==> src/rtl/mem_access_seq_pkg.sv <==
// mem_access_seq_pkg
//   Shared types for the MEM-stage data-memory sequencer.
//   - lc3b_word      : 16-bit machine word
//   - lc3b_mem_state : sequencer states (IDLE, IND, HOLD)
//   - byte-enable constants and the store byte-enable helper
package mem_access_seq_pkg;

  localparam int LC3B_WORD_W = 16;

  typedef logic [LC3B_WORD_W-1:0] lc3b_word;

  typedef enum logic [1:0] {
    IDLE = 2'd0,
    IND  = 2'd1,
    HOLD = 2'd2
  } lc3b_mem_state;

  localparam logic [1:0] BE_WORD = 2'b11;
  localparam logic [1:0] BE_LO   = 2'b01;
  localparam logic [1:0] BE_HI   = 2'b10;

  // Odd byte address writes the high lane, even writes the low lane.
  function automatic logic [1:0] stb_byte_en(input logic addr_lsb);
    return addr_lsb ? BE_HI : BE_LO;
  endfunction

endpackage

==> src/rtl/mem_access_seq_if.sv <==
// mem_access_seq_if
//   Data-memory request/response bus.
//   master : sequencer side (drives read/write/address/wdata/byte_en)
//   slave  : memory side (drives resp/rdata)
//   read/write : request strobes, held until resp
//   address    : word-aligned by the memory
//   byte_en    : write lane enables
//   resp       : one-cycle completion pulse, rdata valid alongside it
interface mem_access_seq_if #(
  parameter int ADDR_W = 16,
  parameter int DATA_W = 16
);
  logic              read;
  logic              write;
  logic [ADDR_W-1:0] address;
  logic [DATA_W-1:0] wdata;
  logic [1:0]        byte_en;
  logic              resp;
  logic [DATA_W-1:0] rdata;

  modport master (
    output read, write, address, wdata, byte_en,
    input  resp, rdata
  );

  modport slave (
    input  read, write, address, wdata, byte_en,
    output resp, rdata
  );
endinterface

==> src/rtl/mem_access_seq_byte_lane_fmt.sv <==
// mem_access_seq_byte_lane_fmt
//   Combinational byte-lane formatting for LDB/STB.
//   i_byte_op    : byte access (LDB/STB)
//   i_addr_lsb   : byte select within the word
//   i_store_data : store data from the pipeline
//   i_load_data  : raw word returned by memory
//   o_store_data : byte replicated on both lanes for byte stores, else word
//   o_byte_en    : lane enables (one lane for byte stores, both otherwise)
//   o_load_data  : zero-extended selected byte for byte loads, else word
module mem_access_seq_byte_lane_fmt
  import mem_access_seq_pkg::*;
#(
  parameter int DATA_W = 16
) (
  input  logic              i_byte_op,
  input  logic              i_addr_lsb,
  input  logic [DATA_W-1:0] i_store_data,
  input  logic [DATA_W-1:0] i_load_data,
  output logic [DATA_W-1:0] o_store_data,
  output logic [1:0]        o_byte_en,
  output logic [DATA_W-1:0] o_load_data
);

  logic [7:0] w_load_byte;

  assign w_load_byte  = i_addr_lsb ? i_load_data[15:8] : i_load_data[7:0];

  assign o_store_data = i_byte_op ? {(DATA_W/8){i_store_data[7:0]}} : i_store_data;
  assign o_byte_en    = i_byte_op ? stb_byte_en(i_addr_lsb) : BE_WORD;
  assign o_load_data  = i_byte_op ? {{(DATA_W-8){1'b0}}, w_load_byte} : i_load_data;

endmodule

==> src/rtl/mem_access_seq.sv <==
// mem_access_seq
//   MEM-stage data-memory sequencer. Issues the access described by the
//   control word, runs the two-access LDI/STI sequence (pointer fetch, then
//   the real access), formats LDB/STB lanes and stalls the pipeline until
//   the last access of the instruction completes.
//   Ports:
//     clk, reset_n      : clock, asynchronous active-low reset
//     valid             : MEM slot holds a real instruction
//     mem_read/write    : first-access direction
//     mem_readi/writei  : second (indirect) access direction
//     byte_op           : LDB/STB byte access
//     addr, wdata       : effective address, store data
//     advance           : pipeline registers load this cycle
//     dmem              : memory bus (master modport)
//     mem_rdata         : formatted load result
//     mem_stall         : hold the pipeline (combinational)
//   Optional build macro MEM_PERF_CNT_EN adds saturating stall_cnt and
//   access_cnt outputs.
module mem_access_seq
  import mem_access_seq_pkg::*;
#(
  parameter int ADDR_W = 16,
  parameter int DATA_W = 16,
  parameter int CNT_W  = 32
) (
  input  logic              clk,
  input  logic              reset_n,
  input  logic              valid,
  input  logic              mem_read,
  input  logic              mem_write,
  input  logic              mem_readi,
  input  logic              mem_writei,
  input  logic              byte_op,
  input  logic [ADDR_W-1:0] addr,
  input  logic [DATA_W-1:0] wdata,
  input  logic              advance,
  mem_access_seq_if.master  dmem,
  output logic [DATA_W-1:0] mem_rdata,
  output logic              mem_stall
`ifdef MEM_PERF_CNT_EN
  ,
  output logic [CNT_W-1:0]  stall_cnt,
  output logic [CNT_W-1:0]  access_cnt
`endif
);

  lc3b_mem_state     r_state;
  logic [ADDR_W-1:0] r_ptr;
  logic [DATA_W-1:0] r_rdata;

  logic              w_indirect;
  logic              w_start;
  logic              w_final_resp;
  logic              w_fmt_byte;
  logic [DATA_W-1:0] w_load_src;
  logic [DATA_W-1:0] w_store_fmt;
  logic [1:0]        w_byte_en;

  assign w_indirect   = mem_readi | mem_writei;
  // reset_n gating makes requests and stall drop the moment reset asserts,
  // even though IDLE requests are otherwise driven straight from the inputs.
  assign w_start      = reset_n & (r_state == IDLE) & valid & (mem_read | mem_write);
  assign w_final_resp = dmem.resp & ((w_start & ~w_indirect) | (r_state == IND));
  assign mem_stall    = (w_start | (r_state == IND)) & ~w_final_resp;

  // The indirect access is always a full word.
  assign w_fmt_byte   = byte_op & (r_state != IND);
  assign w_load_src   = w_final_resp ? dmem.rdata : r_rdata;

  mem_access_seq_byte_lane_fmt #(
    .DATA_W (DATA_W)
  ) u_fmt (
    .i_byte_op    (w_fmt_byte),
    .i_addr_lsb   (addr[0]),
    .i_store_data (wdata),
    .i_load_data  (w_load_src),
    .o_store_data (w_store_fmt),
    .o_byte_en    (w_byte_en),
    .o_load_data  (mem_rdata)
  );

  always_comb begin
    dmem.read    = 1'b0;
    dmem.write   = 1'b0;
    dmem.address = addr;
    dmem.wdata   = w_store_fmt;
    dmem.byte_en = w_byte_en;
    case (r_state)
      IDLE: begin
        dmem.read  = reset_n & valid & mem_read;
        dmem.write = reset_n & valid & mem_write;
      end
      IND: begin
        dmem.address = r_ptr;
        dmem.read    = mem_readi;
        dmem.write   = mem_writei;
      end
      default: begin
        // HOLD: result already captured; issue nothing while stalled elsewhere.
      end
    endcase
  end

  always_ff @(posedge clk or negedge reset_n) begin
    if (!reset_n) begin
      r_state <= IDLE;
      r_ptr   <= '0;
      r_rdata <= '0;
    end else begin
      case (r_state)
        IDLE: begin
          if (w_start && dmem.resp) begin
            if (w_indirect) begin
              r_ptr   <= dmem.rdata[ADDR_W-1:0];
              r_state <= IND;
            end else begin
              r_rdata <= dmem.rdata;
              r_state <= advance ? IDLE : HOLD;
            end
          end
        end
        IND: begin
          if (dmem.resp) begin
            r_rdata <= dmem.rdata;
            r_state <= advance ? IDLE : HOLD;
          end
        end
        HOLD: begin
          if (advance) r_state <= IDLE;
        end
        default: r_state <= IDLE;
      endcase
    end
  end

`ifdef MEM_PERF_CNT_EN
  logic [CNT_W-1:0] r_stall_cnt;
  logic [CNT_W-1:0] r_access_cnt;

  always_ff @(posedge clk or negedge reset_n) begin
    if (!reset_n) begin
      r_stall_cnt  <= '0;
      r_access_cnt <= '0;
    end else begin
      if (mem_stall && !(&r_stall_cnt))  r_stall_cnt  <= r_stall_cnt + 1'b1;
      if (dmem.resp && !(&r_access_cnt)) r_access_cnt <= r_access_cnt + 1'b1;
    end
  end

  assign stall_cnt  = r_stall_cnt;
  assign access_cnt = r_access_cnt;
`endif

`ifndef SYNTHESIS
  // Stall status of the previous cycle: a stalled slot must keep valid high.
  logic r_stall_prev;

  always_ff @(posedge clk or negedge reset_n) begin
    if (!reset_n) r_stall_prev <= 1'b0;
    else          r_stall_prev <= mem_stall;
  end

  always @(posedge clk) begin
    if (reset_n) begin
      a_no_rw_both: assert (!(dmem.read && dmem.write));
      if (r_stall_prev) begin
        a_valid_held: assert (valid);
      end
    end
  end
`endif

endmodule

==> src/flat_wrapper.sv <==
// flat-port wrapper written by rule: the top's interface ports become plain ports
module mem_access_seq_flat import mem_access_seq_pkg::*;
#(
  parameter int ADDR_W = 16,
  parameter int DATA_W = 16,
  parameter int CNT_W  = 32
)
  (clk, reset_n, valid, mem_read, mem_write, mem_readi, mem_writei, byte_op, addr, wdata, advance, mem_rdata, mem_stall, dmem_read, dmem_write, dmem_address, dmem_wdata, dmem_byte_en, dmem_resp, dmem_rdata);
  mem_access_seq_if #(.ADDR_W(ADDR_W), .DATA_W(DATA_W)) dmem_i ();
  input  logic clk;
  input  logic reset_n;
  input  logic valid;
  input  logic mem_read;
  input  logic mem_write;
  input  logic mem_readi;
  input  logic mem_writei;
  input  logic byte_op;
  input  logic [ADDR_W-1:0] addr;
  input  logic [DATA_W-1:0] wdata;
  input  logic advance;
  output logic [DATA_W-1:0] mem_rdata;
  output logic mem_stall;
  output wire logic [$bits(dmem_i.read)-1:0] dmem_read;
  output wire logic [$bits(dmem_i.write)-1:0] dmem_write;
  output wire logic [$bits(dmem_i.address)-1:0] dmem_address;
  output wire logic [$bits(dmem_i.wdata)-1:0] dmem_wdata;
  output wire logic [$bits(dmem_i.byte_en)-1:0] dmem_byte_en;
  input wire logic [$bits(dmem_i.resp)-1:0] dmem_resp;
  input wire logic [$bits(dmem_i.rdata)-1:0] dmem_rdata;
  assign dmem_read = dmem_i.read;
  assign dmem_write = dmem_i.write;
  assign dmem_address = dmem_i.address;
  assign dmem_wdata = dmem_i.wdata;
  assign dmem_byte_en = dmem_i.byte_en;
  assign dmem_i.resp = dmem_resp;
  assign dmem_i.rdata = dmem_rdata;
  mem_access_seq #(.ADDR_W(ADDR_W), .DATA_W(DATA_W), .CNT_W(CNT_W)) u_core (.clk(clk), .reset_n(reset_n), .valid(valid), .mem_read(mem_read), .mem_write(mem_write), .mem_readi(mem_readi), .mem_writei(mem_writei), .byte_op(byte_op), .addr(addr), .wdata(wdata), .advance(advance), .dmem(dmem_i), .mem_rdata(mem_rdata), .mem_stall(mem_stall));
endmodule
==> config.mk <==
export PLATFORM = sky130hd
export DESIGN_NAME = mem_access_seq_flat
export DESIGN_NICKNAME = d
export VERILOG_FILES = /design/src/rtl/mem_access_seq_pkg.sv /design/src/rtl/mem_access_seq_if.sv /design/src/rtl/mem_access_seq_byte_lane_fmt.sv /design/src/rtl/mem_access_seq.sv /design/src/flat_wrapper.sv
export SDC_FILE = /design/constraint.sdc
export NUM_CORES = 1
export LEC_CHECK = 0
export BUFFER_PORTS_ARGS = -buffer_cell sky130_fd_sc_hd__clkbuf_2
export CAP_MARGIN = 15
export CORE_MARGIN = 2
export CORE_UTILIZATION = 41
export DETAILED_ROUTE_END_ITERATION = 12
export PLACE_DENSITY = 0.76
export REMOVE_ABC_BUFFERS = 1
export SYNTH_ARGS = -nofsm -noshare
export SYNTH_HDL_FRONTEND = slang
export SYNTH_SLANG_ARGS = --single-unit
==> constraint.sdc <==
create_clock -name clk -period 1.82 [get_ports clk]
set_clock_uncertainty 0.2 [all_clocks]
set_input_delay 0 -clock clk [delete_from_list [all_inputs] [get_ports clk]]
set_output_delay 0 -clock clk [all_outputs]
set_load 0.02 [all_outputs]
==> impl_metrics.csv, run 1 <==
group,metric,value,unit
worst_setup_path,crit_arrival,1.85,ns
floorplan,start_util,42.16,%
logic_synthesis,avgSynthCellArea,9.814,um2
layout,final_common_cell,"clkbuf_2",
sta,worstMarginPinSlew,0.2864,ns
logic_synthesis,synth-simple-area-share,19.24,%
sta,setup_violations,32,
clock_tree,htreeDepth,2,
drt,drc_errors,0,
layout,area_growth,66.37,%
worst_setup_path,cp_top_family,"buffers and inverters",
drt,drtAntennaViolNets,0,
power,power_density,896.2,nW/um2
drt,first_iter_violations,66,
logic_synthesis,ys.flop_type,"dfrtp_1",
logic_synthesis,synthAdderAreaFrac,0,%
sta,slew_headroom,80.82,%
layout,stdcell_area,3560,um2
place,hpwl,4095,um
floorplan,dieWidth,76.24,um
floorplan,die_h,76.24,um
power,sequentialPowerShare,35.5,%
sta,fin_ws,-0.2279,ns
sta,rsz0062_at_grt,"yes",
logic_synthesis,muxShareOfSynthArea,28.60,%
global_routing,antenna_found_initial,0,
sta,finalHoldViolCount,0,
worst_setup_path,crit_path_top_delay_cell,"dfrtp_1",
clock_tree,insertion_delay,0.28,ns
drt,wl_per_cell,14.81,um
global_routing,grt_pass1_wl,9749,um
min_path,worstHoldPathType,"in2out",
floorplan,die_area,5813,um2
drt,vias_per_cell,4.815,
worst_setup_path,worstPathMaxFanout,6,
power,p_leak,1.932,nW
clock_tree,cts_sinks,34,
power,power.switching,1.078,mW
worst_setup_path,worstSetupStartpointType,"flop",
power,power_frac_comb,48.1,%
flow_run,drv_cap,0,
place,io_buffers,110,
floorplan,ios,111,
worst_setup_path,path_cells,"buf_6 > o2111ai_4 > buf_6 > mux2_4 > and2_4 > buf_8",
global_routing,grt_start_max_net_pins,35,
power,ir_drop,587.3,uV
worst_setup_path,required,1.62,ns
layout,drive_gt1_share,55.28,%
logic_synthesis,synth_seq_cells,34,
sta,fmax,488.3,MHz
sta,final_max_slew_viol_count,0,
sta,fin_crit,2.048,ns
layout,final_cells,439,
floorplan,fp-row-count,26,
power,p_clk_share,16.3,%
place,place_congestion,0.8186,
sta,fin_tns_setup,-3.700,ns
logic_synthesis,syn_inst,218,
global_routing,grt_usage,21.04,%
clock_tree,cts_tree,"done",
worst_setup_path,critPathCaptureType,"output port",
worst_setup_path,path_buf_inv,3,
global_routing,overflow,0,
global_routing,grt_pass1_vias,2063,
worst_setup_path,reg2reg_slack,-0.07,ns
clock_tree,clk_pin_slew_worst_paths,0.07,ns
clock_tree,cts_buffers,5,
layout,final_util,70.14,%
logic_synthesis,synth_xor_area_share,0,%
outcome,outcome,"finished with violations",
logic_synthesis,seq_area_frac_synth,39.77,%
worst_setup_path,crit_top_cell,"buf_6",
drt,wl,6501,um
outcome,violations,"setup timing",
logic_synthesis,synth_edf_count,0,
power,p_sw_share,33.78,%
worst_setup_path,path_class,"reg2out",
drt,num_vias,2114,
logic_synthesis,synth_warnings,0,
place,placed_area,2789,um2
logic_synthesis,synth_compound_area_share,4.327,%
power,p_int,2.112,mW
logic_synthesis,async_flop_share,100.0,%
floorplan,core-area,5075,um2
drt,firstDrtPassIters,4,
place,pre_cts_slack,0.01618,ns
sta,period_share,112.5,%
layout,antenna_cells,0,
logic_synthesis,ys_types,24,
logic_synthesis,synth_top_family_by_area,"multiplexers",
layout,layout_common_cells,"90 x clkbuf_2, 72 x nand2_1, 34 x dfrtp_1",
logic_synthesis,synth_area,2140,um2
place,dp.cells,395,
layout,nets,427,
clock_tree,clockRootBuffer,"clkbuf_8",
worst_setup_path,slowest_delay,0.41,ns
clock_tree,clk_path_buf_depth,2,
[layer usage]
metal | wire, um | vias to the layer above | GRT usage (%)
met4 | 97 | 0 | 6.727
li1 | - | 1024 | -
met1 | 2717 | 995 | 25.99
met3 | 353 | 9 | 4.265
met5 | 0 | - | 0
met2 | 3333 | 86 | 36.81
[cells in the mapped netlist, types with 2 or more instances]
| cell | instances | area share (%) |
|---|---|---|
| mux2_4 | 3 | 2.1 |
| and2_1 | 8 | 2.3 |
| nand2b_1 | 3 | 0.88 |
| clkbuf_1 | 5 | 0.88 |
| nand3_1 | 2 | 0.47 |
| mux2i_1 | 24 | 11 |
| dfrtp_1 | 34 | 40 |
| buf_6 | 6 | 3.2 |
| nand2_1 | 73 | 13 |
| buf_4 | 10 | 3.5 |
| a21oi_1 | 3 | 0.70 |
| nor2_1 | 5 | 0.88 |
| inv_1 | 3 | 0.53 |
| mux2_2 | 29 | 15 |
[sequential cells by signal (all words and copies together), names as in the netlist]
signal,cells
u_core.r_state,2
u_core.r_rdata,16
u_core.r_ptr,16
[final cells by class]
cell class                      instances  area (um2)
Inverter                                3       13.76
Tap cell                               70       87.58
Sequential cell                        34       850.8
Clock buffer                            7       76.32
Timing Repair Buffer                  164        1271
Multi-Input combinational cell        161        1260
Fill cell                             402        1515
[path summary, 6_finish.rpt]
path,to,cells past startpoint,start
max,mem_rdata[8],6,u_core.r_state[0]
min,dmem_wdata[5],2,wdata[5]
max reg2reg,u_core.r_ptr[0],5,u_core.r_state[1]
min reg2reg,u_core.r_rdata[2],1,u_core.r_rdata[2]
max in group asynchronous,u_core.r_ptr[13],4,reset_n
min in group asynchronous,u_core.r_state[1],4,reset_n
[kinds of logic after synthesis]
| logic type | after synthesis |
|---|---|
| and+or+nand+nor | 95 |
| muxes | 56 |
| DFF | 34 |
| buffers and inverters | 24 |
| AOI/OAI and AO/OA | 9 |
[power by group through the flow]
stage | registers (mW) | clock network [mW] | logic [mW]
2_1_floorplan | 1.09 | 0 | 0.719
3_3_place_gp | 1.11 | 0 | 1.09
3_5_place_dp | 1.13 | 0 | 1.12
4_1_cts | 1.12 | 0.539 | 1.38
5_1_grt | 1.16 | 0.567 | 1.63
6_report | 1.13 | 0.521 | 1.54
[per-stage QoR]
step                      hold WS [ns]  total power [mW]
final                          0.03251             3.190
after global routing           0.03737             3.363
after CTS                      0.03298             3.040
after detailed placement      -0.08300             2.245
after global placement         -0.1008             2.199
after floorplan                -0.4956             1.806
[timing repair]
| action | in CTS | in global routing |
|---|---|---|
| setup endpoints to repair | 25 | 45 |
| pin swaps | 8 | 3 |
| setup buffers | 10 | 3 |
| resized for setup | 55 | 52 |
| hold buffers | 20 | 0 |
| gates cloned | 2 | 4 |
| endpoints found under the hold margin | 68 | 0 |
(Power assumes the default switching activity.)
==> run 2, diff against run 1 <==
Settings changed: CELL_PAD_IN_SITES_DETAIL_PLACEMENT from default to 1, CELL_PAD_IN_SITES_GLOBAL_PLACEMENT from default to 2, CORE_UTILIZATION 41 to 23, PLACE_DENSITY 0.76 to default, PLACE_DENSITY_LB_ADDON from default to 0.1.
==> run 2 against run 1 <==
Compared with the run above: the flow still finishes with violations (setup timing); via count down 1.8%; combinational power shrank 6%; clock power grew 10%; count of clock-buffer cells in the layout did not move; critical path type unchanged; die area is 74% higher; sequential share of layout area grew 0.66 points; cell area fell by 2.4%; hold slack lost 0.021 ns; flip-flop and latch count stayed put; critical path depth is 1 higher; highest routed layer unchanged; utilization fell by 32 points; register-to-register slack got worse by 0.13 ns.
==> impl_metrics.csv, run 2 (synthesis results as in run 1) <==
group,metric,value,unit
outcome,outcome,"finished with violations",
outcome,violations,"setup timing",
global_routing,grt_pass1_wl,10550,um
worst_setup_path,startpoint,"u_core.r_state[0]",
layout,area_growth,62.40,%
power,sequentialPowerShare,35.8,%
sta,slew_headroom,74.67,%
worst_setup_path,endpoint,"mem_rdata[0]",
drt,route.met3.wl,415,um
clock_tree,clk_path_buf_depth,2,
power,power_frac_comb,45.9,%
power,p_sw_share,33.62,%
global_routing,grt_pass1_vias,2083,
place,hpwl,4884,um
sta,setup_violations,36,
layout,antenna_cells,0,
floorplan,start_util,23.38,%
drt,drc_errors,0,
power,p_leak,1.868,nW
worst_setup_path,worstSetupStartpointType,"flop",
power,power_density,902.7,nW/um2
worst_setup_path,path_cells,"buf_6 > nand2b_4 > and3_4 > buf_12 > mux2i_1 > mux2i_2 > buf_4",
sta,finalHoldViolCount,0,
floorplan,dieWidth,100.5,um
floorplan,die_h,100.5,um
sta,period_share,111.0,%
worst_setup_path,r2r-start,"u_core.r_state[0]",
clock_tree,cts_tree,"done",
drt,wl_met1,3115,um
drt,drtAntennaViolNets,0,
global_routing,antenna_found_initial,0,
worst_setup_path,path_buf_inv,3,
worst_setup_path,critPathCaptureType,"output port",
worst_setup_path,crit_arrival,1.82,ns
clock_tree,cts_buffers,5,
sta,fin_tns_setup,-5.397,ns
layout,largestRegisters,"u_core.r_ptr: 16 flops, u_core.r_rdata: 16 flops, u_core.r_state: 2 flops",
clock_tree,clk_pin_slew_worst_paths,0.07,ns
place,place_congestion,0.7600,
min_path,worstHoldPathType,"in2reg",
floorplan,fp-row-count,35,
drt,dr_wl_met2,3299,um
drt,wl_per_cell,14.59,um
floorplan,ios,111,
place,io_buffers,110,
sta,fmax,495.0,MHz
layout,final_common_cell,"clkbuf_2",
clock_tree,htreeDepth,2,
sta,fin_crit,2.020,ns
worst_setup_path,path_class,"reg2out",
clock_tree,clockRootBuffer,"clkbuf_8",
power,ir_drop,248.1,uV
layout,drive_gt1_share,54.97,%
layout,n_fill_cell,1077,
drt,wl,6900,um
power,power.switching,1.054,mW
global_routing,overflow,0,
worst_setup_path,r2r-end,"u_core.r_ptr[8]",
drt,vias_per_cell,4.389,
layout,layout_common_cells,"92 x clkbuf_2, 72 x nand2_1, 32 x dfrtp_1",
global_routing,grt_usage,13.48,%
global_routing,grt_start_max_net_pins,29,
layout,nets,419,
drt,num_vias,2076,
worst_setup_path,cp_top_family,"buffers and inverters",
worst_setup_path,slowest_delay,0.45,ns
floorplan,core-area,9153,um2
flow_run,drv_cap,0,
drt,firstDrtPassIters,4,
worst_setup_path,reg2reg_slack,-0.20,ns
worst_setup_path,rr_worst_depth,5,
sta,rsz0062_at_grt,"yes",
drt,first_iter_violations,18,
sta,worstMarginPinSlew,0.3799,ns
floorplan,die_area,10090,um2
power,p_clk_share,18.3,%
worst_setup_path,worstPathMaxFanout,9,
clock_tree,insertion_delay,0.28,ns
sta,fin_ws,-0.2003,ns
power,p_int,2.082,mW
clock_tree,cts_sinks,34,
power,p_total,3.136,mW
sta,final_max_slew_viol_count,0,
drt,routed.top_layer,"met4",
worst_setup_path,required,1.62,ns
worst_setup_path,crit_path_top_delay_cell,"dfrtp_2",
worst_setup_path,worstSetupPathDepth,7,
==> run 2: power groups by stage <==
stage | clock, mW | sequential, mW | combinational, mW
2_1_floorplan | 0 | 1.09 | 0.719
3_3_place_gp | 0 | 1.12 | 1.12
3_5_place_dp | 0 | 1.12 | 1.13
4_1_cts | 0.612 | 1.11 | 1.36
5_1_grt | 0.644 | 1.16 | 1.55
6_report | 0.573 | 1.12 | 1.44
==> run 2: area by class of cell <==
class	count	area, um2	share of cell area (%)
multi-input combinational	160	1244	35.79
clock buffer	7	86.33	2.485
sequential	34	853.3	24.56
inverter	3	11.26	0.3241
tap	111	138.9	3.997
timing repair buffer	157	1136	32.70
clock inverter	1	5.005	0.1440
==> run 2: through the flow <==
stage	hold WS [ns]	util [%]	cell area, um2	setup slack, ns	cells
CTS	0.03601	37.09	3395	-0.2115	472
finish	0.01200	37.96	3475	-0.2003	473
floorplan	-0.4956	-	1978	-0.5451	197
detailed placement	-0.1689	30.92	2830	-0.01451	436
global route	0.03070	37.96	3475	-0.2588	473
global placement	-0.1769	30.92	2830	-0.005512	436
==> run 2: worst min path at each step <==
stage / endpoint / depth (start not counted) / from / slack, ns
floorplan: u_core.r_ptr[0] / 0 / reset_n / -0.50
global placement: u_core.r_rdata[15] / 2 / reset_n / -0.18
detailed placement: u_core.r_rdata[15] / 2 / reset_n / -0.17
CTS: dmem_wdata[1] / 2 / wdata[1] / 0.04
global route: u_core.r_state[1] / 4 / dmem_resp / 0.03
finish: u_core.r_state[1] / 4 / dmem_resp / 0.01
==> run 2: worst register-to-register path: stages (launching register included) <==
cell and delay [ns]:
dfrtp_2 0.45, o21bai_4 0.20, buf_4 0.16, nor4_4 0.33
buf_6 0.25, mux2_4 0.32
==> run 2: layer usage <==
metal / track usage [%] / up-vias
li1: - / 999
met2: 21.79 / 69
met4: 4.426 / 0
met1: 17.74 / 1004
met5: 0 / -
met3: 3.259 / 4
==> run 2: what timing repair did <==
| action | CTS | global route |
|---|---|---|
| endpoints found under the hold margin | 68 | 0 |
| hold buffers | 19 | 0 |
| buffers inserted | 7 | 4 |
| pin swaps | 9 | 2 |
| cloned | 2 | 0 |
| endpoints found under the setup margin | 25 | 58 |
| gates resized for setup | 48 | 42 |
